## src/rtl/rv_pkg.sv

```systemverilog
`default_nettype none
// +--------------------------------------------------------------------+
// | rv_pkg : RV32I opcodes, funct3 codes, FSM state codes, immediates  |
// | Revision: 1.0                                                      |
// +--------------------------------------------------------------------+
package rv_pkg;

  localparam logic [6:0] OP_ALUREG = 7'b0110011;
  localparam logic [6:0] OP_ALUIMM = 7'b0010011;
  localparam logic [6:0] OP_BRANCH = 7'b1100011;
  localparam logic [6:0] OP_JAL    = 7'b1101111;
  localparam logic [6:0] OP_JALR   = 7'b1100111;
  localparam logic [6:0] OP_LUI    = 7'b0110111;
  localparam logic [6:0] OP_AUIPC  = 7'b0010111;
  localparam logic [6:0] OP_LOAD   = 7'b0000011;
  localparam logic [6:0] OP_STORE  = 7'b0100011;
  localparam logic [6:0] OP_SYSTEM = 7'b1110011;

  localparam logic [2:0] F3_ADD  = 3'b000;
  localparam logic [2:0] F3_SLL  = 3'b001;
  localparam logic [2:0] F3_SLT  = 3'b010;
  localparam logic [2:0] F3_SLTU = 3'b011;
  localparam logic [2:0] F3_XOR  = 3'b100;
  localparam logic [2:0] F3_SR   = 3'b101;
  localparam logic [2:0] F3_OR   = 3'b110;
  localparam logic [2:0] F3_AND  = 3'b111;

  localparam logic [2:0] F3_BEQ  = 3'b000;
  localparam logic [2:0] F3_BNE  = 3'b001;
  localparam logic [2:0] F3_BLT  = 3'b100;
  localparam logic [2:0] F3_BGE  = 3'b101;
  localparam logic [2:0] F3_BLTU = 3'b110;
  localparam logic [2:0] F3_BGEU = 3'b111;

  typedef logic [1:0] state_t;
  localparam state_t S_IDLE   = 2'd0;
  localparam state_t S_READ   = 2'd1;
  localparam state_t S_EXEC   = 2'd2;
  localparam state_t S_HALTED = 2'd3;

  // Decoders take only the instruction fields they consume.
  function automatic logic [31:0] imm_i(input logic [11:0] f);
    return {{20{f[11]}}, f};
  endfunction

  function automatic logic [31:0] imm_s(input logic [6:0] hi, input logic [4:0] lo);
    return {{20{hi[6]}}, hi, lo};
  endfunction

  function automatic logic [31:0] imm_b(input logic [6:0] hi, input logic [4:0] lo);
    return {{20{hi[6]}}, lo[0], hi[5:0], lo[4:1], 1'b0};
  endfunction

  function automatic logic [31:0] imm_u(input logic [19:0] u);
    return {u, 12'b0};
  endfunction

  function automatic logic [31:0] imm_j(input logic [19:0] u);
    return {{12{u[19]}}, u[7:0], u[8], u[18:9], 1'b0};
  endfunction

endpackage
`default_nettype wire

```

## src/rtl/rv_execute_if.sv

```systemverilog
`default_nettype none
// +--------------------------------------------------------------------+
// | rv_execute_if : fetch <-> execute handshake and retire bus         |
// | Revision: 1.0                                                      |
// +--------------------------------------------------------------------+
interface rv_execute_if;
  logic        inst_valid;
  logic        inst_ready;
  logic [31:0] inst;
  logic [31:0] pc;
  logic        done;
  logic [31:0] next_pc;
  logic        halt;
  logic [31:0] mem_addr;
  logic [31:0] store_data;
  logic        is_mem;
  logic [31:0] dbg_x1;

  modport master (
    output inst_valid, inst, pc,
    input  inst_ready, done, next_pc, halt, mem_addr, store_data, is_mem, dbg_x1
  );

  modport slave (
    input  inst_valid, inst, pc,
    output inst_ready, done, next_pc, halt, mem_addr, store_data, is_mem, dbg_x1
  );
endinterface
`default_nettype wire

```

## src/rtl/rv_alu.sv

```systemverilog
`default_nettype none
// +--------------------------------------------------------------------+
// | rv_alu : combinational RV32I integer ALU                           |
// | Revision: 1.0                                                      |
// +--------------------------------------------------------------------+
module rv_alu
  import rv_pkg::*;
(
  input  logic [31:0] a_i,
  input  logic [31:0] b_i,
  input  logic [2:0]  funct3_i,
  input  logic        is_sub_i,
  input  logic        is_sra_i,
  output logic [31:0] result_o
);

  logic [4:0] w_shamt;
  assign w_shamt = b_i[4:0];

  always_comb begin
    result_o = '0;
    case (funct3_i)
      F3_ADD:  result_o = is_sub_i ? (a_i - b_i) : (a_i + b_i);
      F3_SLL:  result_o = a_i << w_shamt;
      F3_SLT:  result_o = {31'd0, $signed(a_i) < $signed(b_i)};
      F3_SLTU: result_o = {31'd0, a_i < b_i};
      F3_XOR:  result_o = a_i ^ b_i;
      F3_SR:   result_o = is_sra_i ? $unsigned($signed(a_i) >>> w_shamt) : (a_i >> w_shamt);
      F3_OR:   result_o = a_i | b_i;
      F3_AND:  result_o = a_i & b_i;
      default: result_o = '0;
    endcase
  end

endmodule
`default_nettype wire

```

## src/rtl/rv_execute.sv

```systemverilog
`default_nettype none
// +--------------------------------------------------------------------+
// | rv_execute : multi-cycle RV32I execute/writeback with register file|
// | Revision: 1.0                                                      |
// +--------------------------------------------------------------------+
module rv_execute
  import rv_pkg::*;
#(
  parameter logic [31:0] RESET_PC = 32'h0
) (
  input  logic         CLK,
  input  logic         RESET,
  rv_execute_if.slave  bus
);

  state_t      state_q, state_d;
  logic [31:0] inst_q, pc_q;
  logic [31:0] rs1_q, rs2_q;
  logic [31:0] next_pc_q;
  logic        halt_q;
  logic [31:0] regs_q [32];

  logic [6:0]  w_opcode;
  logic [4:0]  w_rd, w_rs1, w_rs2;
  logic [2:0]  w_f3;
  logic [31:0] w_imm_i, w_imm_s, w_imm_b, w_imm_u, w_imm_j;
  logic        w_is_alureg, w_is_aluimm, w_is_branch, w_is_jal, w_is_jalr;
  logic        w_is_load, w_is_store, w_is_system;
  logic [31:0] w_alu_b, w_alu_res;
  logic        w_taken;
  logic        w_wb_en;
  logic [31:0] w_wb_data;
  logic [31:0] w_next_pc;
  logic        w_ready, w_accept, w_done;

  assign w_opcode = inst_q[6:0];
  assign w_rd     = inst_q[11:7];
  assign w_f3     = inst_q[14:12];
  assign w_rs1    = inst_q[19:15];
  assign w_rs2    = inst_q[24:20];

  assign w_imm_i = imm_i(inst_q[31:20]);
  assign w_imm_s = imm_s(inst_q[31:25], inst_q[11:7]);
  assign w_imm_b = imm_b(inst_q[31:25], inst_q[11:7]);
  assign w_imm_u = imm_u(inst_q[31:12]);
  assign w_imm_j = imm_j(inst_q[31:12]);

  assign w_is_alureg = (w_opcode == OP_ALUREG);
  assign w_is_aluimm = (w_opcode == OP_ALUIMM);
  assign w_is_branch = (w_opcode == OP_BRANCH);
  assign w_is_jal    = (w_opcode == OP_JAL);
  assign w_is_jalr   = (w_opcode == OP_JALR);
  assign w_is_load   = (w_opcode == OP_LOAD);
  assign w_is_store  = (w_opcode == OP_STORE);
  assign w_is_system = (w_opcode == OP_SYSTEM);

  assign w_alu_b = w_is_alureg ? rs2_q : w_imm_i;

  rv_alu u_alu (
    .a_i      (rs1_q),
    .b_i      (w_alu_b),
    .funct3_i (w_f3),
    .is_sub_i (w_is_alureg && inst_q[30]),
    .is_sra_i (inst_q[30]),
    .result_o (w_alu_res)
  );

  always_comb begin
    w_taken = 1'b0;
    case (w_f3)
      F3_BEQ:  w_taken = (rs1_q == rs2_q);
      F3_BNE:  w_taken = (rs1_q != rs2_q);
      F3_BLT:  w_taken = ($signed(rs1_q) <  $signed(rs2_q));
      F3_BGE:  w_taken = ($signed(rs1_q) >= $signed(rs2_q));
      F3_BLTU: w_taken = (rs1_q <  rs2_q);
      F3_BGEU: w_taken = (rs1_q >= rs2_q);
      default: w_taken = 1'b0;
    endcase
  end

  always_comb begin
    w_wb_en   = 1'b0;
    w_wb_data = w_alu_res;
    case (w_opcode)
      OP_ALUREG, OP_ALUIMM: w_wb_en = 1'b1;
      OP_JAL, OP_JALR: begin
        w_wb_en   = 1'b1;
        w_wb_data = pc_q + 32'd4;
      end
      OP_LUI: begin
        w_wb_en   = 1'b1;
        w_wb_data = w_imm_u;
      end
      OP_AUIPC: begin
        w_wb_en   = 1'b1;
        w_wb_data = pc_q + w_imm_u;
      end
      default: w_wb_en = 1'b0;
    endcase
    if (w_rd == 5'd0) begin
      w_wb_en = 1'b0;
    end
  end

  // JALR target uses the rs1 snapshot from READ, so rd==rs1 is safe.
  always_comb begin
    w_next_pc = pc_q + 32'd4;
    if (w_is_jal) begin
      w_next_pc = pc_q + w_imm_j;
    end else if (w_is_jalr) begin
      w_next_pc = (rs1_q + w_imm_i) & ~32'd1;
    end else if (w_is_branch && w_taken) begin
      w_next_pc = pc_q + w_imm_b;
    end
  end

  assign w_ready  = (state_q == S_IDLE) && !halt_q && !RESET;
  assign w_accept = w_ready && bus.inst_valid;
  assign w_done   = (state_q == S_EXEC) && !RESET;

  always_comb begin
    state_d = state_q;
    case (state_q)
      S_IDLE:  if (w_accept) state_d = S_READ;
      S_READ:  state_d = S_EXEC;
      S_EXEC:  state_d = w_is_system ? S_HALTED : S_IDLE;
      default: state_d = S_HALTED;
    endcase
  end

  always_ff @(posedge CLK) begin
    if (RESET) begin
      state_q   <= S_IDLE;
      inst_q    <= '0;
      pc_q      <= '0;
      rs1_q     <= '0;
      rs2_q     <= '0;
      next_pc_q <= RESET_PC;
      halt_q    <= 1'b0;
      for (int i = 0; i < 32; i++) begin
        regs_q[i] <= '0;
      end
    end else begin
      state_q <= state_d;
      if (w_accept) begin
        inst_q <= bus.inst;
        pc_q   <= bus.pc;
      end
      if (state_q == S_READ) begin
        rs1_q <= (w_rs1 == 5'd0) ? 32'd0 : regs_q[w_rs1];
        rs2_q <= (w_rs2 == 5'd0) ? 32'd0 : regs_q[w_rs2];
      end
      if (state_q == S_EXEC) begin
        next_pc_q <= w_next_pc;
        if (w_is_system) begin
          halt_q <= 1'b1;
        end
        if (w_wb_en) begin
          regs_q[w_rd] <= w_wb_data;
        end
      end
    end
  end

  assign bus.inst_ready = w_ready;
  assign bus.done       = w_done;
  assign bus.next_pc    = w_done ? w_next_pc : next_pc_q;
  assign bus.halt       = halt_q;
  assign bus.is_mem     = w_done && (w_is_load || w_is_store);
  assign bus.mem_addr   = rs1_q + (w_is_store ? w_imm_s : w_imm_i);
  assign bus.store_data = rs2_q;
  assign bus.dbg_x1     = regs_q[1];

endmodule
`default_nettype wire

```

## src/flat_wrapper.sv

```systemverilog
// flat-port wrapper written by rule: the top's interface ports become plain ports
module rv_execute_flat import rv_pkg::*;
#(
  parameter logic [31:0] RESET_PC = 32'h0
)
  (CLK, RESET, bus_inst_valid, bus_inst, bus_pc, bus_inst_ready, bus_done, bus_next_pc, bus_halt, bus_mem_addr, bus_store_data, bus_is_mem, bus_dbg_x1);
  rv_execute_if bus_i ();
  input  logic CLK;
  input  logic RESET;
  input wire logic [$bits(bus_i.inst_valid)-1:0] bus_inst_valid;
  input wire logic [$bits(bus_i.inst)-1:0] bus_inst;
  input wire logic [$bits(bus_i.pc)-1:0] bus_pc;
  output wire logic [$bits(bus_i.inst_ready)-1:0] bus_inst_ready;
  output wire logic [$bits(bus_i.done)-1:0] bus_done;
  output wire logic [$bits(bus_i.next_pc)-1:0] bus_next_pc;
  output wire logic [$bits(bus_i.halt)-1:0] bus_halt;
  output wire logic [$bits(bus_i.mem_addr)-1:0] bus_mem_addr;
  output wire logic [$bits(bus_i.store_data)-1:0] bus_store_data;
  output wire logic [$bits(bus_i.is_mem)-1:0] bus_is_mem;
  output wire logic [$bits(bus_i.dbg_x1)-1:0] bus_dbg_x1;
  assign bus_i.inst_valid = bus_inst_valid;
  assign bus_i.inst = bus_inst;
  assign bus_i.pc = bus_pc;
  assign bus_inst_ready = bus_i.inst_ready;
  assign bus_done = bus_i.done;
  assign bus_next_pc = bus_i.next_pc;
  assign bus_halt = bus_i.halt;
  assign bus_mem_addr = bus_i.mem_addr;
  assign bus_store_data = bus_i.store_data;
  assign bus_is_mem = bus_i.is_mem;
  assign bus_dbg_x1 = bus_i.dbg_x1;
  rv_execute #(.RESET_PC(RESET_PC)) u_core (.CLK(CLK), .RESET(RESET), .bus(bus_i));
endmodule
```

## config.mk

```make
export PLATFORM = sky130hd
export DESIGN_NAME = rv_execute_flat
export DESIGN_NICKNAME = d
export VERILOG_FILES = /design/src/rtl/rv_pkg.sv /design/src/rtl/rv_execute_if.sv /design/src/rtl/rv_alu.sv /design/src/rtl/rv_execute.sv /design/src/flat_wrapper.sv
export SDC_FILE = /design/constraint.sdc
export NUM_CORES = 2
export LEC_CHECK = 0
export BUFFER_PORTS_ARGS = -buffer_cell sky130_fd_sc_hd__buf_2
export CAP_MARGIN = 20
export CORE_MARGIN = 2
export CORE_UTILIZATION = 45
export DETAILED_ROUTE_END_ITERATION = 8
export GPL_TIMING_DRIVEN = 1
export MAX_ROUTING_LAYER = met4
export PLACE_DENSITY = 0.66
export SYNTH_ARGS = -nofsm -noshare
export SYNTH_HDL_FRONTEND = slang
export SYNTH_SLANG_ARGS = --single-unit
```

## constraint.sdc

```tcl
create_clock -name CLK -period 6.75 [get_ports CLK]
set_input_delay 0.3375 -clock CLK [delete_from_list [all_inputs] [get_ports CLK]]
set_output_delay 0.3375 -clock CLK [all_outputs]
set_load 0.01 [all_outputs]
```

# ---- Word level (Yosys, flattened, before mapping)
# Memories as Yosys holds them, arrays and structs flattened. A register that Yosys moved wholly into a read port is not among the register bits.
# Cells that the tools add are included.
dict set report op_classes {
  n_bitwise 3
  add_sub_neg 8
  n_eq_ne 22
  reduce_logical 19
  n_mux 31
  n_shift 3
  magnitude_cmp 6
}
# operator count
set op_table {}
lappend op_table {{$mux 32} 10}
lappend op_table {{$pmux 32 s8} 1}
lappend op_table {{$add 32x32->32} 6}
lappend op_table {{$lt 32x32->1} 4}
lappend op_table {{$pmux 32 s3} 1}
lappend op_table {{$ge 32x32->1} 2}
lappend op_table {{$add 32x3->32 const B} 1}
lappend op_table {{$and 32x32->32} 1}
lappend op_table {{$eq 32x32->1} 1}
lappend op_table {{$ne 32x32->1} 1}
lappend op_table {{$or 32x32->32} 1}
lappend op_table {{$reduce_or 32->1} 1}
lappend op_table {{$shl 32x5->32} 1}
lappend op_table {{$shr 32x5->32} 1}
lappend op_table {{$sshr 32x5->32} 1}
lappend op_table {{$sub 32x32->32} 1}
lappend op_table {{$xor 32x32->32} 1}
lappend op_table {{$mux 5} 6}
lappend op_table {{$eq 7x7->1 const B} 4}
lappend op_table {{$eq 7x6->1 const B} 3}
lappend op_table {{$logic_not 5->1} 3}
lappend op_table {{$eq 7x5->1 const B} 2}
lappend op_table {{$eq 3x3->1 const B} 4}
lappend op_table {{$mux 1} 9}
lappend op_table {{other kinds (17)} 26}
dict set report totals {
  in_bits 67
  reg_bits 163
  word_cells 100
  n_memories 1
  output_inout_bits 132
  mem_bits_rw 1024
}
# name depth width rd rd_clocked_by_memory_dff wr line_no
set mem_list {}
lappend mem_list {u_core.regs_q 32 32 3 2 32 rv_execute.sv:21} ;# logic [31:0] regs_q [32];

# ---- Depth between registers and ports, before layout
dict set report logic_depth {
  ltp_word 10
  depth_mapped 24
  depth_no_buf 16
}

# ---- By module
# Synthesis repeated with hierarchy kept, for this count alone.
dict set report hier_totals {
  hier_cells 6696
  hier_area_um2 75294.7
}
# mod instances cells_each area_per_inst_um2 seq_area_each_um2
set modules_own_cells {}
lappend modules_own_cells {rv_execute 1 5335 66623.9 34212.8}
lappend modules_own_cells {rv_alu 1 1361 8670.8 0.0}

# ---- Worst setup path before layout
# No wires, ideal clock.
dict set report synth_path {
  path_kind {flip-flop to flip-flop}
  startpoint {reg u_core.inst_q[31]}
  endpoint {mem u_core.regs_q[22][31], data pin}
  slack_ps 1954
  arrival_time_ps 4526
  stages_incl_launch_ff 18
  period_less_slack_ps 4796
  cell_sequence {dfxtp_1 > buf_1 > and2_1 > clkbuf_1 > a21o_1 > inv_1 > ha_1 > clkbuf_1 > nor4_1 > nand2_1 > nor3_1 > inv_1 > or4_1 > o22ai_1 > mux2_2 > a21oi_2 > buf_2 > nor3_1}
}
# element line_no
set synth_rtl {}
lappend synth_rtl {{start: declaration} rv_execute.sv:17} ;# logic [31:0] inst_q, pc_q;
lappend synth_rtl {{start signal: assignment} rv_execute.sv:146} ;# inst_q <= bus.inst;
lappend synth_rtl {{end: declaration} rv_execute.sv:21}

# ---- Worst setup path in the final report
dict set report layout_path {
  startpoint {reg u_core.rs1_q[6]}
  endpoint {out bus_next_pc[12]}
}
dict set report layout_via {
  elab_chain_len 7
}
# element line_no
set layout_rtl {}
lappend layout_rtl {{start: declaration} rv_execute.sv:18} ;# logic [31:0] rs1_q, rs2_q;
lappend layout_rtl {{start signal: assignment} rv_execute.sv:150} ;# rs1_q <= (w_rs1 == 5'd0) ? 32'd0 : regs_q[w_rs1];
lappend layout_rtl {{$ge 32x32->1 (tied with other cells)} rv_execute.sv:76} ;# F3_BGEU: w_taken = (rs1_q >= rs2_q);
lappend layout_rtl {{$pmux 1 s6} rv_execute.sv:70} ;# case (w_f3)
lappend layout_rtl {{$logic_and 1x1->1} rv_execute.sv:112} ;# end else if (w_is_branch && w_taken) begin
lappend layout_rtl {{$mux 32} rv_execute.sv:112}
lappend layout_rtl {{$mux 32 *} rv_execute.sv:110} ;# end else if (w_is_jalr) begin
lappend layout_rtl {{$mux 32 *} rv_execute.sv:108} ;# if (w_is_jal) begin
lappend layout_rtl {{$mux 32 *} rv_execute.sv:167} ;# assign bus.next_pc = w_done ? w_next_pc : next_pc_q;
lappend layout_rtl {{end: declaration} flat_wrapper.sv:15} ;# output wire logic [$bits(bus_i.next_pc)-1:0] bus_next_pc;
# Mark *: on every way between the ends. The rest lies on a longest branch, timed or not.

==> parameters.txt <==
Parameter                              Value

Outcome
  Run status ... finished, final reports clean

STA
  Worst slew slack as a fraction of its limit ... 12.8%
  Fmax ... around 150 MHz
  Unrepaired setup endpoints after global routing ... false
  Share of the cycle needed by the critical path after routing ... 96.4%
  Total Negative Setup Slacks ... 0 ns
  Final number of max-transition violations ... 0
  Worst Hold Slack ... 0.0544 ns
  Shortest clock period the worst path allows after layout ... ~6.5 ns
  Setup Skew ... 0.0505 ns
  Worst Max-Slew Pin Slew ... 1.29 ns
  Number of hold violations in the final report ... 0
  Number of setup violations in the final report ... 0
  Smallest setup slack after layout ... roughly 0.25 ns

Routing
  DRC viols ... 0
  Total wire length after detailed routing ... around 330,000 µm
  Violation count after the first detailed-route iteration ... a little over 10,000
  Count of TritonRoute iterations in the first routing pass ... 9
  Number of routed nets with antenna violations ... 0
  Wire length per cell after detailed routing ... approximately 35 µm
  Number of vias in the routed layout ... 65,400
  Detail-routed via count per cell ... ~7

Clock network
  Hold buffers post-CTS ... between 60 and 70
  Number of buffers created by CTS ... 132
  Clock slew seen by the registers of the worst setup and hold paths ... 0.07 ns
  Clock Root Buffer ... clkbuf_16
  Num Clock Sinks ... 1,197
  Post-CTS setup buffer count ... 0
  Clock buffer depth ... 3
  Number of cells upsized or downsized after cts ... 0
  Clock Latency Late Sink ... 0.82 ns
  CTS tree ... done
  H-tree depth ... 4

Power
  Relative contribution of the clock network to total power ... 39.2%
  Sw Share ... 28.6%
  Switch Pwr ... 0.00541 W
  Worst IR Drop VDD ... 0.201 mV
  Power density relative to cell area ... 220 nW/µm²
  Internal power summed over all cells ... 0.0135 W
  Fraction of power consumed by combinational cells ... 15.9%
  Seq pwr share ... 44.9%
  P_leak ... around 30 nW

Worst setup path
  Worst-case reg-to-reg path depth ... 17
  Crit. path cell count ... 11
  Endpoint of the most critical setup path ... bus_next_pc[12]
  Largest driver fanout on the critical path ... 12
  Launching point of the worst reg2reg path ... u_core.inst_q[3]
  Required time worst endpoint ... around 6.4 ns
  Startpoint Class ... register
  Startpoint of the most critical setup path ... u_core.rs1_q[6]
  Delay-heaviest family, CP ... compound AO/OA/AOI/OAI gates
  Ordered cell list for the critical path ... ha_1 -> a21oi_1 -> a21boi_0 -> o311ai_0 -> nand2_1 -> a2111oi_0 -> o32ai_2 -> nor2_1 -> mux2i_1 -> o211ai_1 -> buf_2
  Worst path max stage delay ... roughly 0.91 ns
  Reg-to-reg endpoint ... u_core.regs_q[27][0]
  Data arrival time at the worst-slack endpoint ... 6.17 ns
  Reg-to-reg slack, setup ... 1.03 ns
  Critical path endpoint category ... output pin
  Crit path buf inv count ... 1
  Cell with the biggest individual delay on the critical path ... o311ai_0
  Startpoint-to-endpoint class of the critical path ... register to output pin

Logic synthesis
  Combined area of all synthesized cells ... ~77,000 µm²
  Primary flip-flop cell chosen by synthesis mapping ... edfxtp_1
  Most frequently used cell type in the post-synthesis netlist ... nor2_1
  Proportion of synthesized chip area in sequential cells ... 44.2%
  Synth Register Bits ... between 1,000 and 1,500
  Yosys top cell area share ... between 30 and 40%
  Mean area per synthesized cell ... between 10 and 15 µm²
  Number of distinct standard cells referenced by the synthesized netlist ... just under 100
  Synth Warn # ... 0
  Cell count after synthesis ... ~7,000
  Biggest area consumer among synthesized cells ... edfxtp_1
  Biggest area contributors in the synthesized netlist ... edfxtp_1 40%, mux4_2 19%, nor2_1 5.5%, dfxtp_1 4.5%, ha_1 3.5%
  Number of enable-type register cells in the synthesized netlist ... about 1,000
  List of most frequent post-synthesis cells ... 1,136 x nor2_1, 1,024 x edfxtp_1, 645 x mux4_2
  Fraction of registers with async set/reset ... 0%

Place
  Detailed-placement wirelength estimate ... 219,000 µm
  Routability congestion estimate ... between 1 and 1.5
  Setup slack at placement ... 1.01 ns
  PortBufs ... 198

GRT
  Pin count of the biggest net entering global routing ... 120
  Global route total overflow ... 0
  Overall fraction of global-route tracks in use ... a little under two fifths
  First-pass GRT wire length ... between 400,000 and 500,000 µm
  Initial antenna violation count ... 6
  Number of global-route vias before repair ... 62,600

Die
  Die area ... roughly 180,000 µm²
  Initial core utilization ... 45.2%
  Die Height ... 419 µm
  DIE WIDTH ... roughly 420 µm
  I/O Pins ... approximately 200
  Core Rows ... around 150
  Core footprint ... 171,000 µm²

Final layout
  Share of final-layout standard cells stronger than drive strength 1 ... 20.1%
  Net count reported at finish ... 7,356
  Area growth from synthesis to layout ... 11.2%

Flow run
  Max-capacitance violation count ... 0

Hold path
  Path type of the worst min-delay path ... input pin to register
sequential cells by signal (all words and copies together) (netlist names), named ones only:
| name | cells |
|---|---|
| u_core.regs_q | 1024 |
| u_core.bus.store_data | 32 |
| u_core.inst_q | 32 |
| u_core.next_pc_q | 32 |
| u_core.pc_q | 32 |
| u_core.rs1_q | 32 |
| u_core.state_q | 2 |
| u_core.bus.halt | 1 |
stage by stage:
| stage | instance area [µm²] | total power (W) | util, % | instances |
|---|---|---|---|---|
| after global placement | 80900 | 0.0115 | 47.3 | 9092 |
| after global routing | 86000 | 0.0193 | 50.3 | 9411 |
| after floorplan | 77500 | 0.0103 | - | 7096 |
| after CTS | 85900 | 0.0188 | 50.2 | 9399 |
| after detailed placement | 80900 | 0.0115 | 47.3 | 9094 |
| final | 86100 | 0.0189 | 50.3 | 9412 |
worst reg2reg max path, cell delays in order (launching register included):
cell	delay, ns
dfxtp_1	0.37
nand4bb_1	0.30
nor2_2	0.59
buf_4	0.37
a21o_1	0.19
inv_1	0.07
ha_1	0.54
nand2b_1	0.19
a21oi_1	0.09
o21a_1	0.19
o21ai_0	0.24
a41oi_1	0.19
a2111oi_0	0.60
a221oi_1	0.17
o21ai_0	0.82
nor4_4	0.11
buf_4	0.29
nor3_1	0.26
cell usage in the layout, fill, tap and decap left out, drive strengths merged, types with 64 or more instances in the layout:
master and count:
dlygate4sd3 64, a21o 86, o21ai 301, nand3 164, o211ai 71, buf 434
edfxtp 1024, clkbuf 167, nor2 1137, a211oi 124, inv 175, ha 217
mux4 645, nand2 566, xnor2 100, mux2i 115, nand2b 81, xor2 73
dfxtp 173, a21oi 525, nor3 179
how the worst min path moves through the flow:
stage / start / slack [ns] / endpoint / cells past startpoint
6_report: RESET / 0.05 / u_core.inst_q[13] / 2
5_1_grt: RESET / 0.10 / u_core.rs1_q[31] / 2
4_1_cts: RESET / 0.07 / u_core.bus.store_data[1] / 2
3_5_place_dp: u_core.next_pc_q[26] / 0.44 / u_core.next_pc_q[26] / 2
3_3_place_gp: u_core.next_pc_q[26] / 0.43 / u_core.next_pc_q[26] / 2
2_1_floorplan: u_core.next_pc_q[10] / 0.42 / u_core.next_pc_q[10] / 2
power groups by stage:
stage	logic (W)	registers [W]	clock network, W
after floorplan	0.00181	0.00852	0
after global placement	0.00284	0.00861	0
after detailed placement	0.00286	0.00864	0
after CTS	0.00290	0.00848	0.00743
after global routing	0.00309	0.00851	0.00772
final	0.00300	0.00849	0.00742
routing by layer:
layer / share of wire [%] / global-route usage, %
met1: 35 / 44.5
met2: 45 / 56.8
met3: 12 / 10.1
met4: 8.1 / 25.0
met5: 0 / -
kinds of logic (layout without fill, tap and decap cells):
family                     Yosys count  in the layout  synth area share, %
muxes                              767            767                 20.4
other                                1             39              0.00485
AOI/OAI and AO/OA                 1482           1482                 12.1
adders and majority gates          224            224                 3.69
buffers and inverters              831            907                 4.30
xor gates and xnor gates           173            173                 1.96
DFF                               1197           1197                 44.2
and+or+nand+nor                   2390           2390                 13.4
layout make-up:
class / count / area [µm²]
Antenna cell: 7 / 17.5
Sequential cell: 1197 / 34200
Timing Repair Buffer: 500 / 3630
Inverter: 166 / 626
Fill cell: 15000 / 85100
Clock inverter: 76 / 773
Clock buffer: 165 / 3570
Multi-Input combinational cell: 5068 / 40400
Tap cell: 2233 / 2790
Power figures use the tool's default switching activity.
